**src/rtl/uart_pkg.sv**
```systemverilog
// Shared definitions for the UART transmit scheduler: FSM state encoding and
// default byte width / idle timeout (100 ms at 50 MHz).
// No logic; imported by uart_tx_scheduler.
package uart_pkg;

   typedef enum logic [1:0] {
      S_IDLE  = 2'd0,
      S_ISSUE = 2'd1,
      S_WAIT  = 2'd2
   } state_t;

   localparam int DEF_DATA_BITS      = 8;
   localparam int DEF_TIMEOUT_CYCLES = 5_000_000;

endpackage

```
**src/rtl/rr_arbiter.sv**
```systemverilog
// Round-robin pick: first set request bit at or above ptr, wrapping modulo N.
// Latency: purely combinational, zero cycles.
// Backpressure: none; the caller decides when the winner is taken.
// Ports: req (request vector), ptr (search start), idx (winner), any (some request set).
module rr_arbiter #(
   parameter int N  = 4,
   parameter int GW = 2
) (
   input  logic [N-1:0]  req,
   input  logic [GW-1:0] ptr,
   output logic [GW-1:0] idx,
   output logic          any
);

   // Walk the offsets from the far end back to ptr so the nearest set bit
   // (smallest offset) is the last one written and therefore wins.
   always_comb begin
      idx = '0;
      for (int k = N - 1; k >= 0; k--) begin
         if (req[(int'(ptr) + k) % N]) begin
            idx = GW'((int'(ptr) + k) % N);
         end
      end
   end

   assign any = |req;

endmodule

```
**src/rtl/uart_tx_scheduler.sv**
```systemverilog
// Shares one UART transmitter among NUM_REQ byte-stream requesters, one whole packet per grant.
// Latency: request to tx_start 2 cycles; one idle cycle between bytes (the tx_done_tick cycle).
// Backpressure: req_ready pulses only when the owner's byte is handed to an idle transmitter.
// Ports: req_valid/req_data/req_last in, req_ready/frame_done/frame_abort out per requester;
//        tx_start/tx_data out and tx_busy/tx_done_tick in towards the transmitter;
//        grant_valid/grant_id report the current packet owner.
// Optional: define UART_TX_SCHED_TIMEOUT_EN to abort a packet whose owner goes quiet for
//           TIMEOUT_CYCLES cycles while a byte is due; otherwise the owner holds the grant.
module uart_tx_scheduler
   import uart_pkg::*;
#(
   parameter  int NUM_REQ        = 4,
   parameter  int DATA_BITS      = DEF_DATA_BITS,
   parameter  int TIMEOUT_CYCLES = DEF_TIMEOUT_CYCLES,
   localparam int GW             = (NUM_REQ > 1) ? $clog2(NUM_REQ) : 1
) (
   input  logic                         clk_50MHz,
   input  logic                         reset_n,
   input  logic [NUM_REQ-1:0]           req_valid,
   input  logic [NUM_REQ*DATA_BITS-1:0] req_data,
   input  logic [NUM_REQ-1:0]           req_last,
   output logic [NUM_REQ-1:0]           req_ready,
   output logic [NUM_REQ-1:0]           frame_done,
   output logic [NUM_REQ-1:0]           frame_abort,
   output logic                         tx_start,
   output logic [DATA_BITS-1:0]         tx_data,
   input  logic                         tx_busy,
   input  logic                         tx_done_tick,
   output logic                         grant_valid,
   output logic [GW-1:0]                grant_id
);

   if (NUM_REQ < 1 || TIMEOUT_CYCLES < 2) begin : g_param_check
      $error("uart_tx_scheduler: NUM_REQ must be >= 1 and TIMEOUT_CYCLES >= 2");
   end

   state_t              state, state_d;
   logic [GW-1:0]       grant_d, rr_ptr, rr_ptr_d, next_ptr, arb_idx;
   logic                last_q, last_d, arb_any, issue;
   logic                own_valid, own_last;
   logic [DATA_BITS-1:0] own_data;
   logic [NUM_REQ-1:0]  own_onehot;

   rr_arbiter #(.N(NUM_REQ), .GW(GW)) u_arb (
      .req (req_valid),
      .ptr (rr_ptr),
      .idx (arb_idx),
      .any (arb_any)
   );

   // Owner's lane, selected by compare rather than variable index so that
   // NUM_REQ=1 needs no special case.
   always_comb begin
      own_valid  = 1'b0;
      own_last   = 1'b0;
      own_data   = '0;
      own_onehot = '0;
      for (int i = 0; i < NUM_REQ; i++) begin
         if (grant_id == GW'(i)) begin
            own_valid     = req_valid[i];
            own_last      = req_last[i];
            own_data      = req_data[i*DATA_BITS +: DATA_BITS];
            own_onehot[i] = 1'b1;
         end
      end
   end

   assign next_ptr    = (int'(grant_id) >= NUM_REQ - 1) ? '0 : grant_id + GW'(1);
   assign issue       = (state == S_ISSUE) && own_valid && !tx_busy;
   assign grant_valid = (state != S_IDLE);

`ifdef UART_TX_SCHED_TIMEOUT_EN
   localparam int TW = $clog2(TIMEOUT_CYCLES);
   logic [TW-1:0] to_cnt, to_cnt_d;
   logic          to_abort;

   assign to_abort = (state == S_ISSUE) && !own_valid && (to_cnt == TW'(TIMEOUT_CYCLES - 1));

   // Held at zero outside ISSUE, so every entry into ISSUE starts a fresh count.
   // A present byte blocked only by tx_busy freezes the count.
   always_comb begin
      to_cnt_d = to_cnt;
      if (state != S_ISSUE || issue || to_abort) begin
         to_cnt_d = '0;
      end else if (!own_valid) begin
         to_cnt_d = to_cnt + TW'(1);
      end
   end

   always_ff @(posedge clk_50MHz) begin
      if (!reset_n) begin
         to_cnt <= '0;
      end else begin
         to_cnt <= to_cnt_d;
      end
   end

   assign frame_abort = to_abort ? own_onehot : '0;
`else
   assign frame_abort = '0;
`endif

   always_comb begin
      state_d    = state;
      grant_d    = grant_id;
      rr_ptr_d   = rr_ptr;
      last_d     = last_q;
      tx_start   = 1'b0;
      tx_data    = '0;
      req_ready  = '0;
      frame_done = '0;
      case (state)
         S_IDLE: begin
            if (arb_any) begin
               grant_d = arb_idx;
               state_d = S_ISSUE;
            end
         end
         S_ISSUE: begin
            if (issue) begin
               tx_start  = 1'b1;
               tx_data   = own_data;
               req_ready = own_onehot;
               last_d    = own_last;
               state_d   = S_WAIT;
            end
`ifdef UART_TX_SCHED_TIMEOUT_EN
            else if (to_abort) begin
               rr_ptr_d = next_ptr;
               state_d  = S_IDLE;
            end
`endif
         end
         S_WAIT: begin
            if (tx_done_tick) begin
               if (last_q) begin
                  frame_done = own_onehot;
                  rr_ptr_d   = next_ptr;
                  state_d    = S_IDLE;
               end else begin
                  state_d = S_ISSUE;
               end
            end
         end
         default: state_d = S_IDLE;
      endcase
   end

   always_ff @(posedge clk_50MHz) begin
      if (!reset_n) begin
         state    <= S_IDLE;
         grant_id <= '0;
         rr_ptr   <= '0;
         last_q   <= 1'b0;
      end else begin
         state    <= state_d;
         grant_id <= grant_d;
         rr_ptr   <= rr_ptr_d;
         last_q   <= last_d;
      end
   end

endmodule
```
**config.mk**
```make
export PLATFORM = sky130hd
export DESIGN_NAME = uart_tx_scheduler
export DESIGN_NICKNAME = d
export VERILOG_FILES = /design/src/rtl/uart_pkg.sv /design/src/rtl/rr_arbiter.sv /design/src/rtl/uart_tx_scheduler.sv
export SDC_FILE = /design/constraint.sdc
export NUM_CORES = 1
export LEC_CHECK = 0
export BUFFER_PORTS_ARGS = -buffer_cell sky130_fd_sc_hd__buf_2
export CAP_MARGIN = 15
export CORE_ASPECT_RATIO = 1.25
export CORE_UTILIZATION = 39
export DETAILED_ROUTE_END_ITERATION = 12
export PLACE_DENSITY = 0.86
export SKIP_CTS_REPAIR_TIMING = 1
export SKIP_LAST_GASP = 1
export SLEW_MARGIN = 10
export SYNTH_ARGS = -nofsm -noshare
export SYNTH_HDL_FRONTEND = slang
export SYNTH_SLANG_ARGS = --single-unit
```
**constraint.sdc**
```tcl
create_clock -name clk_50MHz -period 2.18 [get_ports clk_50MHz]
set_clock_uncertainty 0.05 [all_clocks]
set_input_delay 0.109 -clock clk_50MHz [delete_from_list [all_inputs] [get_ports clk_50MHz]]
set_output_delay 0.109 -clock clk_50MHz [all_outputs]
set_load 0.03 [all_outputs]
```
==> results of run 1 <==
routing by layer:
layer / share of wire / track usage / vias up / wire length, um
met5: 0 / 0 / - / 0
met1: 0.39 / 0.247 / 503 / 1090
met2: 0.48 / 0.438 / 69 / 1350
li1: - / - / 557 / -
met4: 0.017 / 0.0990 / 0 / 49
met3: 0.11 / 0.0470 / 9 / 318
critical path, stage by stage, from the launching register on:
cell and delay, ns:
dfxtp_4 0.36, inv_1 0.06, ha_2 0.18, or2_1 0.23
a221o_1 0.33, nand4b_4 0.15, inv_2 0.07, and2_1 0.14
buf_2 0.17
stage by stage:
stage	area [um^2]	power (mW)	setup TNS [ns]	hold WS, ns	setup WS, ns
final	1300	0.530	0	0.123	0.0727
after floorplan	861	0.310	-0.923	0.286	-0.115
after global routing	1300	0.561	-0.196	0.128	-0.0298
after CTS	1200	0.507	-0.639	0.115	-0.0950
after global placement	1180	0.379	0	0.369	0.248
after detailed placement	1180	0.387	0	0.386	0.180
cells in the mapped netlist, drive strengths merged (2+ instances only):
library cell	number	area [um^2]
mux2i	4	40.0
nor2b	5	31.3
buf	7	53.8
a221o	9	90.1
clkbuf	4	15.0
a21oi	11	55.1
ha	4	50.1
and2	7	43.8
dfxtp	7	140
inv	8	30.0
o211ai	7	52.6
a21boi	2	15.0
nor2	6	22.5
nand2	11	41.3
or2	2	12.5
o21ai	2	10.0
o21a	4	30.0
layout make-up:
| cell class | instances | area (um^2) | area share |
|---|---|---|---|
| flip-flops and latches | 7 | 145 | 0.112 |
| multi-input cells | 91 | 642 | 0.494 |
| repair buffers | 76 | 432 | 0.332 |
| well taps | 20 | 25.0 | 0.0192 |
| inverters | 8 | 30.0 | 0.0231 |
| clock buffers | 4 | 26.3 | 0.0202 |
power by group through the flow:
stage	clock [mW]	combinational [mW]	sequential (mW)
finish	0.119	0.267	0.145
detailed placement	0	0.241	0.146
global route	0.126	0.289	0.146
global placement	0	0.234	0.146
CTS	0.122	0.241	0.144
floorplan	0	0.162	0.149
registers in the layout, indices dropped and copies added, names as in the netlist:
register	count
grant_id	2
last_q	1
rr_ptr	2
state	2
worst paths after layout:
check	from	to	slack, ns	cells after the start
hold / removal	reset_n	state[0]$_SDFFE_PN0P_	0.12	2
setup reg to reg	grant_id[0]$_SDFFE_PN0P_	last_q$_SDFFE_PN0P_	0.43	7
setup / recovery	grant_id[0]$_SDFFE_PN0P_	req_ready[0]	0.07	8
hold reg to reg	last_q$_SDFFE_PN0P_	last_q$_SDFFE_PN0P_	0.44	2
kinds of logic (layout without fill, tap and decap cells):
group	count (synthesis)	in the layout
and+or+nand+nor	37	37
AOI/OAI and AO/OA	42	42
muxes	4	4
DFF	7	7
buffers and inverters	19	88
other	1	4
adders and majority gates	4	4
cell usage in the layout, fill, tap and decap left out, drive strengths merged, types with 5 or more instances in the layout:
cell    count
nor2        6
nor2b       5
a221o       9
o211ai      7
inv         8
nand2      11
and2        7
clkbuf      6
a21oi      11
buf        74
dfxtp       7
==> impl_metrics.ini, run 1 <==
[routing]
firstDrtPassIters = 9
drtIter0Drc = 42
vias = 1138
ant_nets = 0
via_per_inst = 5.52
drc = 10
avgRoutedWirePerCell_um = 13.7
totalWireLength_um = 2810

[sta]
drv_slew = 0
hold_viol = 0
fin_crit_ns = 2.11
rsz0062_at_grt = yes
setup_viol = 0
min_period_over_period = 0.967
max_freq_mhz = 475

[clocking]
insertion_delay_ns = 0.25
clockRootBuffer = clkbuf_4
clkSlewWorstSetupHoldPaths_ns = 0.05
clock_sinks = 7
numCtsBuffers = 3
cts_max_level = 1
cts.path.max_buffers = 2
cts_tree = done

[synth]
synth_fa_ha_area_frac = 0.0590
synthMuxAreaShare = 0.0472
synth_seq_cells = 7
yosysSeqAreaShare = 0.165
synth_top_family_by_area = compound AO/OA/AOI/OAI gates
postSynth.asyncResetShare = 0
yosys.area_share.simple = 0.235
synth_area_per_cell_um2 = 7.44
yosys_warnings = 0
synth_edf_count = 0
synth.distinct_cells = 35
synthCells = 114
ys.flop_type = dfxtp_1
syn_area_um2 = 848
synth-xor-area-share = 0
synth_compound_area_frac = 0.373

[setup_path]
critPathCaptureType = primary output
crit_arrival_ns = 1.95
worstPathRequired_ns = 2.02
path_max_fanout = 5
crit_type = register to primary output
start_kind = register

[floorplan]
core_area_mm2 = 0.00200
die_w_um = 43.7
placementRows = 18
die_area_mm2 = 0.00237
start_util = 0.423
io_pins = 68
die_h_um = 54.1

[power_and_ir_drop]
internal_power_mw = 0.331
seqPwrFrac = 0.273
cellLeakagePower_nw = 0.663
power.share.clock = 0.224
switching_share = 0.375
power-per-cell-area_mw_per_mm2 = 408
p_switching_mw = 0.199
comb_power_share = 0.503
irDropWorstVdd_mv = 0.315

[final_layout]
final_nets = 235
fin_util = 0.649
antenna_cells = 0
num-fill-cells = 180
stdcell_count = 206
drive_gt1_frac = 0.489
area_delta_synth_final_pct = 53.2

[place]
dp_hpwl_um = 2240
port_buffers = 63
dp.cells = 195
place.gp.congestion = 0.840

[flow_run]
maxCapViolCount = 0

[global_routing]
grt_overflow = 0
grtUsageTotal = 0.232
grt_pass1_vias = 992
grt_max_degree = 11
antenna_found_initial = 0
grt_pass1_wl_um = 4150

[status]
outcome = finished, violations left
violations = design-rule violations

[hold_path]
hold_class = primary input to register
No activity file was read; power rests on OpenSTA's default activity.
==> inputs of run 2 (changes only) <==
Settings changed: ABC_AREA from default to 1, CORE_UTILIZATION 39 to 42.
Clock period 2.18 ns to 2.2 ns, I/O delays scaled along.
==> impl_metrics.ini, run 2 <==
[status]
outcome = completed

[sta]
min_period_over_period = 0.942
max_freq_mhz = 482
hold_viol = 0
setup_viol = 0
fin_crit_ns = 2.07
drv_slew = 0
fin_setup_tns_ns = 0

[routing]
via_per_inst = 4.97
met2_wirelength_um = 1460
routed-wl-met3_um = 289
totalWireLength_um = 2940
routed.top_layer = met3
met1_length_um = 1190
vias = 1301
firstDrtPassIters = 4
drtIter0Drc = 27
ant_nets = 0
avgRoutedWirePerCell_um = 11.2
drc = 0

[floorplan]
placementRows = 19
die_h_um = 57.7
start_util = 0.461
die_w_um = 46.5
io_pins = 68
die_area_mm2 = 0.00268
core_area_mm2 = 0.00226

[synth]
synthCells = 166
syn_area_mm2 = 0.00104
synth_area_per_cell_um2 = 6.27
postSynth.asyncResetShare = 0
synth_area_leaders = dfxtp_1 (13%), nand2_1 (10%), o21ai_0 (10%)
yosys_warnings = 0
synth.distinct_cells = 30
synth.top_cell.area_share = 0.135
synth_seq_cells = 7
yosys-top-cells-count = nand2_1 (29), o21ai_0 (21), a21oi_1 (17)
yosysSeqAreaShare = 0.135
yosys.area.top_type = dfxtp_1
ys.flop_type = dfxtp_1
yosysMostFrequentCell = nand2_1
synth_edf_count = 0

[power_and_ir_drop]
irDropWorstVdd_mv = 0.321
cellLeakagePower_nw = 0.734
switching_share = 0.433
internal_power_mw = 0.303
p_switching_mw = 0.231
p_total_mw = 0.534
power-per-cell-area_mw_per_mm2 = 377
comb_power_share = 0.516
seqPwrFrac = 0.263
power.share.clock = 0.221

[final_layout]
final_nets = 280
final_common_cell = buf_2
drive_gt1_frac = 0.433
final_cell_mix = buf_2 (62), nand2_1 (29), o21ai_0 (21), a21oi_1 (17), inv_1 (15)
antenna_cells = 0
stdcell_count = 262
area_delta_synth_final_pct = 36.1
fin_area_mm2 = 0.00142
largestRegisters = grant_id x2, rr_ptr x2, state x2

[setup_path]
crit_arrival_ns = 1.91
rr_startpoint = grant_id[0]$_SDFFE_PN0P_
path_max_fanout = 8
critPathCapture = tx_data[3]
critPathCaptureType = primary output
ff2ff_setup_slack_ns = 0.43
worstPathRequired_ns = 2.04
start_kind = register
ff2ff_path_depth = 8
startpoint = grant_id[0]$_SDFFE_PN0P_
crit_type = register to primary output
reg2reg_to = last_q$_SDFFE_PN0P_

[place]
placed_area_mm2 = 0.00135
port_buffers = 63
dp_hpwl_um = 2290
place.gp.congestion = 0.832
dp.cells = 256

[clocking]
insertion_delay_ns = 0.26
clockRootBuffer = clkbuf_4
clkSlewWorstSetupHoldPaths_ns = 0.06
numCtsBuffers = 3
clock_sinks = 7
cts.path.max_buffers = 2
cts_tree = done
cts_max_level = 1

[global_routing]
grt_max_degree = 18
grt_pass1_vias = 1099
antenna_found_initial = 0
grtUsageTotal = 0.212
grt_pass1_wl_um = 4350
grt_overflow = 0

[hold_path]
hold_class = primary input to register

[flow_run]
maxCapViolCount = 0
[run 2: cell count changes after synthesis, moves of 8 or more]
cell     delta
a221o_1     -9
inv_1      +10
nand2_1    +18
nand3_1     +9
nor2_1      +8
o21ai_0    +19
[run 2: how the worst min path moves through the flow]
stage                 start                endpoint  slack, ns  depth (start not counted)
floorplan           reset_n     last_q$_SDFFE_PN0P_       0.20                          2
global placement    reset_n  rr_ptr[1]$_SDFFE_PN0P_       0.34                          3
detailed placement  reset_n  rr_ptr[1]$_SDFFE_PN0P_       0.34                          3
CTS                 reset_n  rr_ptr[1]$_SDFFE_PN0P_       0.07                          3
global route        reset_n  rr_ptr[1]$_SDFFE_PN0P_       0.09                          3
finish              reset_n  rr_ptr[1]$_SDFFE_PN0P_       0.07                          3
[run 2: cells by family after synthesis]
family,share of synthesized area
adder cells (fa/ha/maj),0.0481
AND/OR/NAND/NOR,0.355
buffers and inverters,0.172
flip-flops,0.135
AO/OA/AOI/OAI,0.287
other,0.00360
[run 2: final cells by class]
class | instances | area [um^2]
repair buffers | 68 | 355
inverters | 21 | 88.8
fillers | 206 | 842
flip-flops and latches | 7 | 141
well taps | 31 | 38.8
clock inverters | 1 | 5.00
clock buffers | 3 | 22.5
multi-input cells | 131 | 764
[run 2: routing by layer]
| metal | up-vias | track usage |
|---|---|---|
| li1 | 675 | - |
| met1 | 568 | 0.234 |
| met2 | 58 | 0.401 |
| met3 | 0 | 0.0374 |
| met4 | 0 | 0.0420 |
| met5 | - | 0 |
[run 2: worst max-delay path, stage by stage (launching register included)]
cell	delay (ns)
dfxtp_1	0.42
inv_1	0.11
ha_1	0.24
inv_2	0.13
nand2_1	0.12
o211ai_4	0.15
nand2_4	0.17
nor2_4	0.12
buf_2	0.19
[run 2: power groups by stage]
stage	clock network (mW)	logic [mW]	registers, mW
after CTS	0.121	0.259	0.140
after floorplan	0	0.189	0.146
final	0.118	0.276	0.140
after global routing	0.132	0.304	0.142
after global placement	0	0.256	0.142
after detailed placement	0	0.258	0.143
[run 2: stage by stage]
step	utilization	setup WS (ns)	hold slack (ns)
2_1_floorplan	-	0.177	0.196
4_1_cts	0.608	0.0782	0.0698
6_report	0.627	0.127	0.0709
3_3_place_gp	0.596	0.419	0.339
3_5_place_dp	0.596	0.359	0.343
5_1_grt	0.627	-0.000116	0.0919
==> inputs of run 3 (changes only) <==
Settings changed: CORE_ASPECT_RATIO 1.25 to default.
==> impl_metrics.ini, run 3 (synthesized netlist as in run 2, its figures left out) <==
[hold_path]
whs_path_depth = 3
hold_class = primary input to register

[final_layout]
fin_util = 0.609
drive_gt1_frac = 0.426
largestRegisters = grant_id x2, rr_ptr x2, state x2
num-fill-cells = 239
antenna_cells = 0
area_delta_synth_final_pct = 33.2
final_cell_mix = buf_2 (62), nand2_1 (29), o21ai_0 (20), a21oi_1 (17), inv_1 (15)
final_nets = 279
fin_area_mm2 = 0.00139
final_common_cell = buf_2

[power_and_ir_drop]
internal_power_mw = 0.301
power.share.clock = 0.224
comb_power_share = 0.510
irDropWorstVdd_mv = 0.511
cellLeakagePower_nw = 0.733
power-per-cell-area_mw_per_mm2 = 382
p_switching_mw = 0.228
seqPwrFrac = 0.266
switching_share = 0.431

[setup_path]
worstPathRequired_ns = 2.04
crit_arrival_ns = 1.90
path_max_fanout = 8
start_kind = register
ff2ff_path_depth = 7
crit_type = register to primary output
critPathCaptureType = primary output

[clocking]
clockRootBuffer = clkbuf_4
cts.path.max_buffers = 2
cts_max_level = 1
insertion_delay_ns = 0.25
cts_tree = done
clkSlewWorstSetupHoldPaths_ns = 0.05
numCtsBuffers = 3
clock_sinks = 7

[sta]
fin_crit_ns = 2.06
max_freq_mhz = 486
rsz0062_at_grt = no
min_period_over_period = 0.936
hold_viol = 0
drv_slew = 0
setup_viol = 0

[flow_run]
maxCapViolCount = 0

[global_routing]
grt_pass1_vias = 1049
grt_max_degree = 18
grt_pass1_wl_um = 4460
grt_overflow = 0
grtUsageTotal = 0.217
antenna_found_initial = 0

[status]
outcome = completed

[place]
port_buffers = 63
dp_hpwl_um = 2380
place.gp.congestion = 0.817
placed_area_mm2 = 0.00134

[routing]
drc = 0
vias = 1285
drtIter0Drc = 38
via_per_inst = 4.98
avgRoutedWirePerCell_um = 11.5
totalWireLength_um = 2960
firstDrtPassIters = 4
ant_nets = 0

[floorplan]
die_h_um = 51.8
core_area_mm2 = 0.00228
start_util = 0.457
placementRows = 17
io_pins = 68
die_w_um = 51.8
die_area_mm2 = 0.00268
run 3: routing by layer:
layer | global-route usage | routed length [um] | vias up
met3 | 0.0380 | 121 | 0
met4 | 0.0360 | 0 | 0
met2 | 0.381 | 1480 | 40
met1 | 0.279 | 1360 | 568
li1 | - | - | 677
met5 | 0 | 0 | -
run 3: power groups by stage:
stage	Combinational, mW	Sequential, mW	Clock, mW
final	0.270	0.141	0.118
after global routing	0.298	0.142	0.127
after CTS	0.263	0.140	0.123
after detailed placement	0.262	0.143	0
after global placement	0.258	0.143	0
after floorplan	0.189	0.146	0
run 3: final timing paths:
path / slack, ns / to / startpoint
setup reg to reg: 0.47 / last_q$_SDFFE_PN0P_ / grant_id[0]$_SDFFE_PN0P_
hold reg to reg: 0.45 / last_q$_SDFFE_PN0P_ / last_q$_SDFFE_PN0P_
setup / recovery: 0.14 / tx_data[0] / grant_id[0]$_SDFFE_PN0P_
hold / removal: 0.08 / rr_ptr[1]$_SDFFE_PN0P_ / reset_n
run 3: area by class of cell:
class	instances	area, um^2	share of cell area
flip-flops and latches	7	141	0.102
well taps	28	35.0	0.0253
repair buffers	67	348	0.251
clock buffers	4	26.3	0.0190
multi-input cells	131	747	0.539
inverters	21	88.8	0.0641
run 3: per-stage QoR:
step | setup TNS [ns] | power, mW | setup WS (ns) | std cells | hold slack (ns)
floorplan | 0 | 0.335 | 0.177 | 169 | 0.196
global placement | 0 | 0.400 | 0.334 | 253 | 0.345
detailed placement | 0 | 0.405 | 0.274 | 253 | 0.342
CTS | -0.00765 | 0.526 | -0.00542 | 257 | 0.0695
global route | 0 | 0.568 | 0.0103 | 258 | 0.0941
finish | 0 | 0.529 | 0.141 | 258 | 0.0776
run 3: worst max-delay path, cell delays in order, from the launching register on:
cell and delay, ns:
dfxtp_1 0.35, ha_1 0.22, inv_1 0.16, nor2_1 0.09
nor4_4 0.27, nand2_4 0.21, nor2_1 0.15, clkbuf_4 0.19
